<file path="config.mk">
export PLATFORM = sky130hd
export DESIGN_NAME = ex_muldiv_unit
export DESIGN_NICKNAME = d
export VERILOG_FILES = /design/src/rtl/riscv_pkg.sv /design/src/rtl/muldiv_datapath.sv /design/src/rtl/ex_muldiv_unit.sv
export SDC_FILE = /design/constraint.sdc
export NUM_CORES = 1
export LEC_CHECK = 0
export CORE_MARGIN = 10
export CORE_UTILIZATION = 25
export CTS_CLUSTER_SIZE = 12
export DETAILED_ROUTE_END_ITERATION = 12
export PLACE_DENSITY = 0.39
export SLEW_MARGIN = 20
export SYNTH_ARGS = -nofsm -noshare
export SYNTH_HDL_FRONTEND = slang
export SYNTH_SLANG_ARGS = --single-unit
</file>
<file path="constraint.sdc">
create_clock -name clk_i -period 7.9 [get_ports clk_i]
set_clock_uncertainty 0.2 [all_clocks]
set_input_delay 1.58 -clock clk_i [delete_from_list [all_inputs] [get_ports clk_i]]
set_output_delay 1.58 -clock clk_i [all_outputs]
set_load 0.01 [all_outputs]
</file>
<file path="src/rtl/riscv_pkg.sv">
// riscv_pkg: shared RV32 opcode/funct constants and multiply/divide FSM states.
package riscv_pkg;
    localparam logic [6:0] OPC_RTYPE  = 7'b0110011;
    localparam logic [6:0] F7_MULDIV  = 7'b0000001;
    localparam logic [2:0] MD_MUL     = 3'b000;
    localparam logic [2:0] MD_MULH    = 3'b001;
    localparam logic [2:0] MD_MULHSU  = 3'b010;
    localparam logic [2:0] MD_MULHU   = 3'b011;
    localparam logic [2:0] MD_DIV     = 3'b100;
    localparam logic [2:0] MD_DIVU    = 3'b101;
    localparam logic [2:0] MD_REM     = 3'b110;
    localparam logic [2:0] MD_REMU    = 3'b111;
    typedef enum logic [1:0] {IDLE, RUN, DONE} md_state_t;
endpackage

</file>
<file path="src/rtl/muldiv_datapath.sv">
// muldiv_datapath: one-bit-per-cycle shift-add multiply / restoring divide iteration.
// Ports: load_i latches lo_i into acc[XLEN-1:0] and m_i as addend/divisor; step_i
// advances one iteration; acc_nxt_o is the value acc takes on the next step.
module muldiv_datapath #(
    parameter int XLEN = 32
) (
    input  logic              clk_i,
    input  logic              rst_i,
    input  logic              load_i,
    input  logic              step_i,
    input  logic              div_i,
    input  logic [XLEN-1:0]   lo_i,
    input  logic [XLEN-1:0]   m_i,
    output logic [2*XLEN-1:0] acc_nxt_o
);
    logic [2*XLEN-1:0] acc;
    logic [XLEN-1:0]   m;
    logic              div_q;
    logic [XLEN:0]     sum, shl;
    // Multiply: add m into the upper half when the multiplier LSB is set, then shift right
    // keeping the carry. Divide: shift left, the XLEN+1-bit partial remainder is compared
    // against the divisor so the bit shifted out is never lost.
    always_comb begin
        sum       = {1'b0, acc[2*XLEN-1:XLEN]} + {1'b0, m & {XLEN{acc[0]}}};
        shl       = acc[2*XLEN-1:XLEN-1];
        acc_nxt_o = div_q ? ((shl >= {1'b0, m}) ? {XLEN'(shl - {1'b0, m}), acc[XLEN-2:0], 1'b1}
                                                : {shl[XLEN-1:0], acc[XLEN-2:0], 1'b0})
                          : {sum, acc[XLEN-1:1]};
    end
    always_ff @(posedge clk_i or negedge rst_i) begin
        if (!rst_i) begin
            acc   <= '0;
            m     <= '0;
            div_q <= 1'b0;
        end else if (load_i) begin
            acc   <= {{XLEN{1'b0}}, lo_i};
            m     <= m_i;
            div_q <= div_i;
        end else if (step_i) begin
            acc   <= acc_nxt_o;
        end
    end
endmodule

</file>
<file path="src/rtl/ex_muldiv_unit.sv">
// ex_muldiv_unit: iterative RV32M multiply/divide unit for the EX stage.
// Ports: start_i/funct3_i/op_a_i/op_b_i/rd_i from ID/EX; flush_i aborts; stall_o holds
// the front end while busy; done_o pulses one cycle with result_o/rd_o valid.
import riscv_pkg::*;
module ex_muldiv_unit #(
    parameter int XLEN  = 32,
    parameter int CNT_W = $clog2(XLEN) + 1
) (
    input  logic            clk_i,
    input  logic            rst_i,
    input  logic            flush_i,
    input  logic            start_i,
    input  logic [2:0]      funct3_i,
    input  logic [XLEN-1:0] op_a_i,
    input  logic [XLEN-1:0] op_b_i,
    input  logic [4:0]      rd_i,
    output logic            stall_o,
    output logic            done_o,
    output logic [XLEN-1:0] result_o,
    output logic [4:0]      rd_o
);
    md_state_t         state;
    logic [2:0]        f3_q;
    logic [4:0]        rd_q;
    logic              neg_q;
    logic [CNT_W-1:0]  cnt;
    logic              is_div, sa, sb, neg, dbz, ovf, fast, go;
    logic [XLEN-1:0]   mag_a, mag_b, fast_res, fin;
    logic [2*XLEN-1:0] acc_nxt, raw, cor;
    always_comb begin
        is_div   = funct3_i[2];
        // Operand signs only count for the signed variants; MULHSU treats op_b as unsigned.
        sa       = op_a_i[XLEN-1] & (is_div ? ~funct3_i[0] : (funct3_i[1:0] != 2'b11));
        sb       = op_b_i[XLEN-1] & (is_div ? ~funct3_i[0] : ~funct3_i[1]);
        neg      = (is_div & funct3_i[1]) ? sa : (sa ^ sb);
        mag_a    = sa ? -op_a_i : op_a_i;
        mag_b    = sb ? -op_b_i : op_b_i;
        dbz      = is_div & (op_b_i == '0);
        ovf      = is_div & ~funct3_i[0] & (op_a_i == {1'b1, {(XLEN-1){1'b0}}}) & (&op_b_i);
        fast     = dbz | ovf;
        fast_res = dbz ? (funct3_i[1] ? op_a_i : '1) : (funct3_i[1] ? '0 : op_a_i);
        go       = (state == IDLE) & start_i & ~flush_i;
        stall_o  = go | (state == RUN);
        raw      = f3_q[2] ? {{XLEN{1'b0}}, f3_q[1] ? acc_nxt[2*XLEN-1:XLEN] : acc_nxt[XLEN-1:0]}
                           : acc_nxt;
        cor      = neg_q ? -raw : raw;
        fin      = (f3_q[2] | (f3_q[1:0] == 2'b00)) ? cor[XLEN-1:0] : cor[2*XLEN-1:XLEN];
    end
    muldiv_datapath #(.XLEN(XLEN)) u_dp (
        .clk_i     (clk_i),
        .rst_i     (rst_i),
        .load_i    (go),
        .step_i    (state == RUN),
        .div_i     (is_div),
        .lo_i      (is_div ? mag_a : mag_b),
        .m_i       (is_div ? mag_b : mag_a),
        .acc_nxt_o (acc_nxt)
    );
    always_ff @(posedge clk_i or negedge rst_i) begin
        if (!rst_i) begin
            state    <= IDLE;
            f3_q     <= '0;
            rd_q     <= '0;
            neg_q    <= 1'b0;
            cnt      <= '0;
            done_o   <= 1'b0;
            result_o <= '0;
            rd_o     <= '0;
        end else if (flush_i) begin
            state  <= IDLE;
            done_o <= 1'b0;
        end else begin
            case (state)
                IDLE: begin
                    done_o <= 1'b0;
                    if (start_i) begin
                        f3_q  <= funct3_i;
                        rd_q  <= rd_i;
                        neg_q <= neg;
                        cnt   <= CNT_W'(XLEN);
                        state <= fast ? DONE : RUN;
                        if (fast) begin
                            done_o   <= 1'b1;
                            result_o <= fast_res;
                            rd_o     <= rd_i;
                        end
                    end
                end
                RUN: begin
                    cnt <= cnt - 1'b1;
                    if (cnt == CNT_W'(1)) begin
                        state    <= DONE;
                        done_o   <= 1'b1;
                        result_o <= fin;
                        rd_o     <= rd_q;
                    end
                end
                default: begin
                    state  <= IDLE;
                    done_o <= 1'b0;
                end
            endcase
        end
    end
endmodule

</file>
==> impl_metrics.json <==
{
  "drt-initial-drc-count": 1986,
  "antenna_found_initial": 7,
  "synth_ff_type": "dfrtp_1",
  "max_freq_mhz": 152,
  "grt_use_total_pct": 22.6,
  "wl_per_cell_um": 27.6,
  "tns_ns": 0,
  "synth_edf_count": 0,
  "p_sw_mw": 5.28,
  "syn_area_mm2": 0.0170,
  "post-route-util_pct": 29.0,
  "worst_setup_path_end_kind": "flip-flop",
  "clock_path_buffers": 2,
  "drtAntennaViolNets": 0,
  "holdBufCountCts": 0,
  "dp_hpwl_um": 71500,
  "status": "finished clean",
  "ios": 115,
  "intPower_mw": 3.64,
  "timing.slew.headroom_pct": 19.4,
  "start_util_pct": 25.2,
  "yosys-top-cells-count": "nand2_1 (323), nor2_1 (266), a21oi_1 (224)",
  "synthTopCellsByArea": "dfrtp_1 (22%), nand2_1 (7.2%), a21oi_1 (6.6%), o21ai_0 (6.2%), nor2_1 (5.9%)",
  "seq_power_share_pct": 17.0,
  "max-cap-violations": 0,
  "leakage_nw": 7.57,
  "ir_worst_vdd_mv": 0.263,
  "yosys.area.top_type": "dfrtp_1",
  "cts_tree": "built",
  "grt-ovfl-total": 0,
  "setup_violations": 0,
  "netlist.area_leader.share_pct": 22.3,
  "critPathMaxFanout": 38,
  "synthCells": 2389,
  "cts.reportedPaths.clkPinSlew_ns": 0.07,
  "cts_made_buffers": 17,
  "synth_cell_types": 101,
  "drc": 0,
  "grt_max_degree": 93,
  "vias_per_cell": 5.78,
  "stdcell_count": 3285,
  "swShare_pct": 59.2,
  "hold_viol": 0,
  "layout.nets": 2546,
  "power_density_mw_per_mm2": 459,
  "dieArea_mm2": 0.0786,
  "yosysWarnings": 0,
  "grt_pass1_wl_um": 130000,
  "tightestPinTransition_ns": 1.20,
  "cts_resized": 0,
  "clock_sinks": 151,
  "layout-drive-gt1-share_pct": 5.23,
  "cts-htree-levels": 4,
  "dr_total_vias": 18988,
  "firstDrtPassIters": 6,
  "dp.cells": 3251,
  "slew_viol_final": 0,
  "yosysSeqAreaShare_pct": 22.3,
  "clockPowerShare_pct": 9.4,
  "rsz0062_at_grt": "false",
  "fp.dieW_um": 280,
  "min-delay-path-class": "reg -> reg",
  "start_kind": "flip-flop",
  "clk_latency_ns": 0.51,
  "grt_pass1_vias": 17956,
  "core.rowCount": 95,
  "critPathKind": "reg -> reg",
  "post_cts_buffers": 0,
  "synthToLayoutAreaGrowth_pct": 14.7,
  "min_period_ns": 6.57,
  "die_height_um": 280,
  "io_buffers": 114,
  "core_area_mm2": 0.0672,
  "min_period_over_period_pct": 83.2,
  "avgSynthCellArea_um2": 7.10,
  "wirelength_um": 90800,
  "cp.arrival_ns": 6.76,
  "syn_nets": 2537,
  "yosysMostFrequentCell": "nand2_1",
  "p_comb_share_pct": 73.6,
  "synthArstFlopShare_pct": 100,
  "gp_congestion": 0.956,
  "ys_ff_latch": 151,
  "critPathRequiredTime_ns": 8.09,
  "cts-root-buf": "clkbuf_16"
}
-- path summary, 6_finish.rpt --
path                              start           end  slack [ns]  cells past startpoint
max                        u_dp.acc[61]  result_o[30]        1.33                     21
min                             rd_q[3]       rd_q[3]        0.28                      2
max reg2reg                u_dp.acc[61]  result_o[30]        1.33                     21
min reg2reg                     rd_q[3]       rd_q[3]        0.28                      2
max in group asynchronous         rst_i    u_dp.div_q        5.45                      2
min in group asynchronous         rst_i  result_o[27]        0.76                      1
-- state kept, by name, indices dropped and copies added, names as in the netlist --
register    flops
u_dp.div_q      1
done_o          1
u_dp.acc       64
f3_q            2
rd_q            5
result_o       32
u_dp.m         32
state           2
cnt             6
neg_q           1
rd_o            5
-- metal layers --
| metal | GRT usage, % | wire length, um | up-vias |
|---|---|---|---|
| met5 | 0 | 0 | - |
| met4 | 7.51 | 2770 | 0 |
| met3 | 2.86 | 5200 | 95 |
| met2 | 35.9 | 41400 | 730 |
| met1 | 31.0 | 41400 | 9380 |
| li1 | - | - | 8783 |
-- placed cells by master (no fill, tap or decap), drive strengths merged, types with 34 or more instances in the layout --
| cell | instances |
|---|---|
| a31oi | 38 |
| o211ai | 34 |
| o21ai | 229 |
| clkdlybuf4s50 | 112 |
| ha | 70 |
| nor2 | 267 |
| o221ai | 35 |
| nand2 | 323 |
| xnor2 | 80 |
| and2 | 48 |
| xor2 | 60 |
| nor3 | 59 |
| nand3 | 64 |
| a21oi | 227 |
| dfrtp | 151 |
| nand4 | 36 |
| inv | 65 |
| mux2i | 42 |
| buf | 41 |
-- through the flow --
step	setup WS, ns	total power, mW	hold WS, ns	cell area (um2)
3_3_place_gp	1.34	7.95	0.261	18900
4_1_cts	1.43	8.80	0.284	19400
5_1_grt	0.866	9.44	0.309	19500
2_1_floorplan	2.21	5.41	0.246	17000
3_5_place_dp	1.26	7.92	0.266	18900
6_report	1.33	8.92	0.282	19500
-- critical path: stages, from the launching register on --
cell,delay [ns]
dfrtp_1,0.48
ha_1,0.43
nand4b_1,0.36
nor4_1,0.37
nand4_1,0.18
and3_1,0.26
nand2_1,0.10
buf_4,0.46
a21oi_1,0.19
a21oi_1,0.17
nor2_1,0.05
a21oi_1,0.21
ha_1,0.30
nand4_1,0.11
o211ai_1,0.26
o21ai_1,0.28
nor4b_4,0.44
nand4_1,0.53
or4_1,0.68
nand2_1,0.10
xor2_1,0.18
o21ai_1,0.08
-- power by group through the flow --
stage | sequential, mW | combinational [mW] | clock (mW)
finish | 1.51 | 6.57 | 0.842
global route | 1.55 | 7.00 | 0.884
CTS | 1.51 | 6.43 | 0.861
detailed placement | 1.52 | 6.40 | 0
global placement | 1.51 | 6.45 | 0
floorplan | 1.36 | 4.05 | 0
-- kinds of logic (layout without fill, tap and decap cells) --
| logic type | Yosys count | after routing | synth area share (%) |
|---|---|---|---|
| AND/OR/NAND/NOR | 957 | 957 | 26.7 |
| AO/OA/AOI/OAI | 795 | 795 | 30.1 |
| buffers and inverters | 224 | 246 | 5.27 |
| flip-flops | 151 | 151 | 22.3 |
| XOR/XNOR | 140 | 140 | 7.23 |
| adder cells (fa/ha/maj) | 72 | 72 | 5.40 |
| multiplexers | 50 | 50 | 3.01 |
| other | 0 | 1 | 0 |
-- layout make-up --
type / count / area, um2
Sequential cell: 151 / 3780
Tap cell: 873 / 1090
Timing Repair Buffer: 153 / 1470
Antenna cell: 1 / 2.50
Inverter: 61 / 229
Multi-Input combinational cell: 2014 / 12300
Clock inverter: 14 / 115
Fill cell: 7348 / 47700
Clock buffer: 18 / 439
Note: power is estimated with default switching activity, not from simulation.
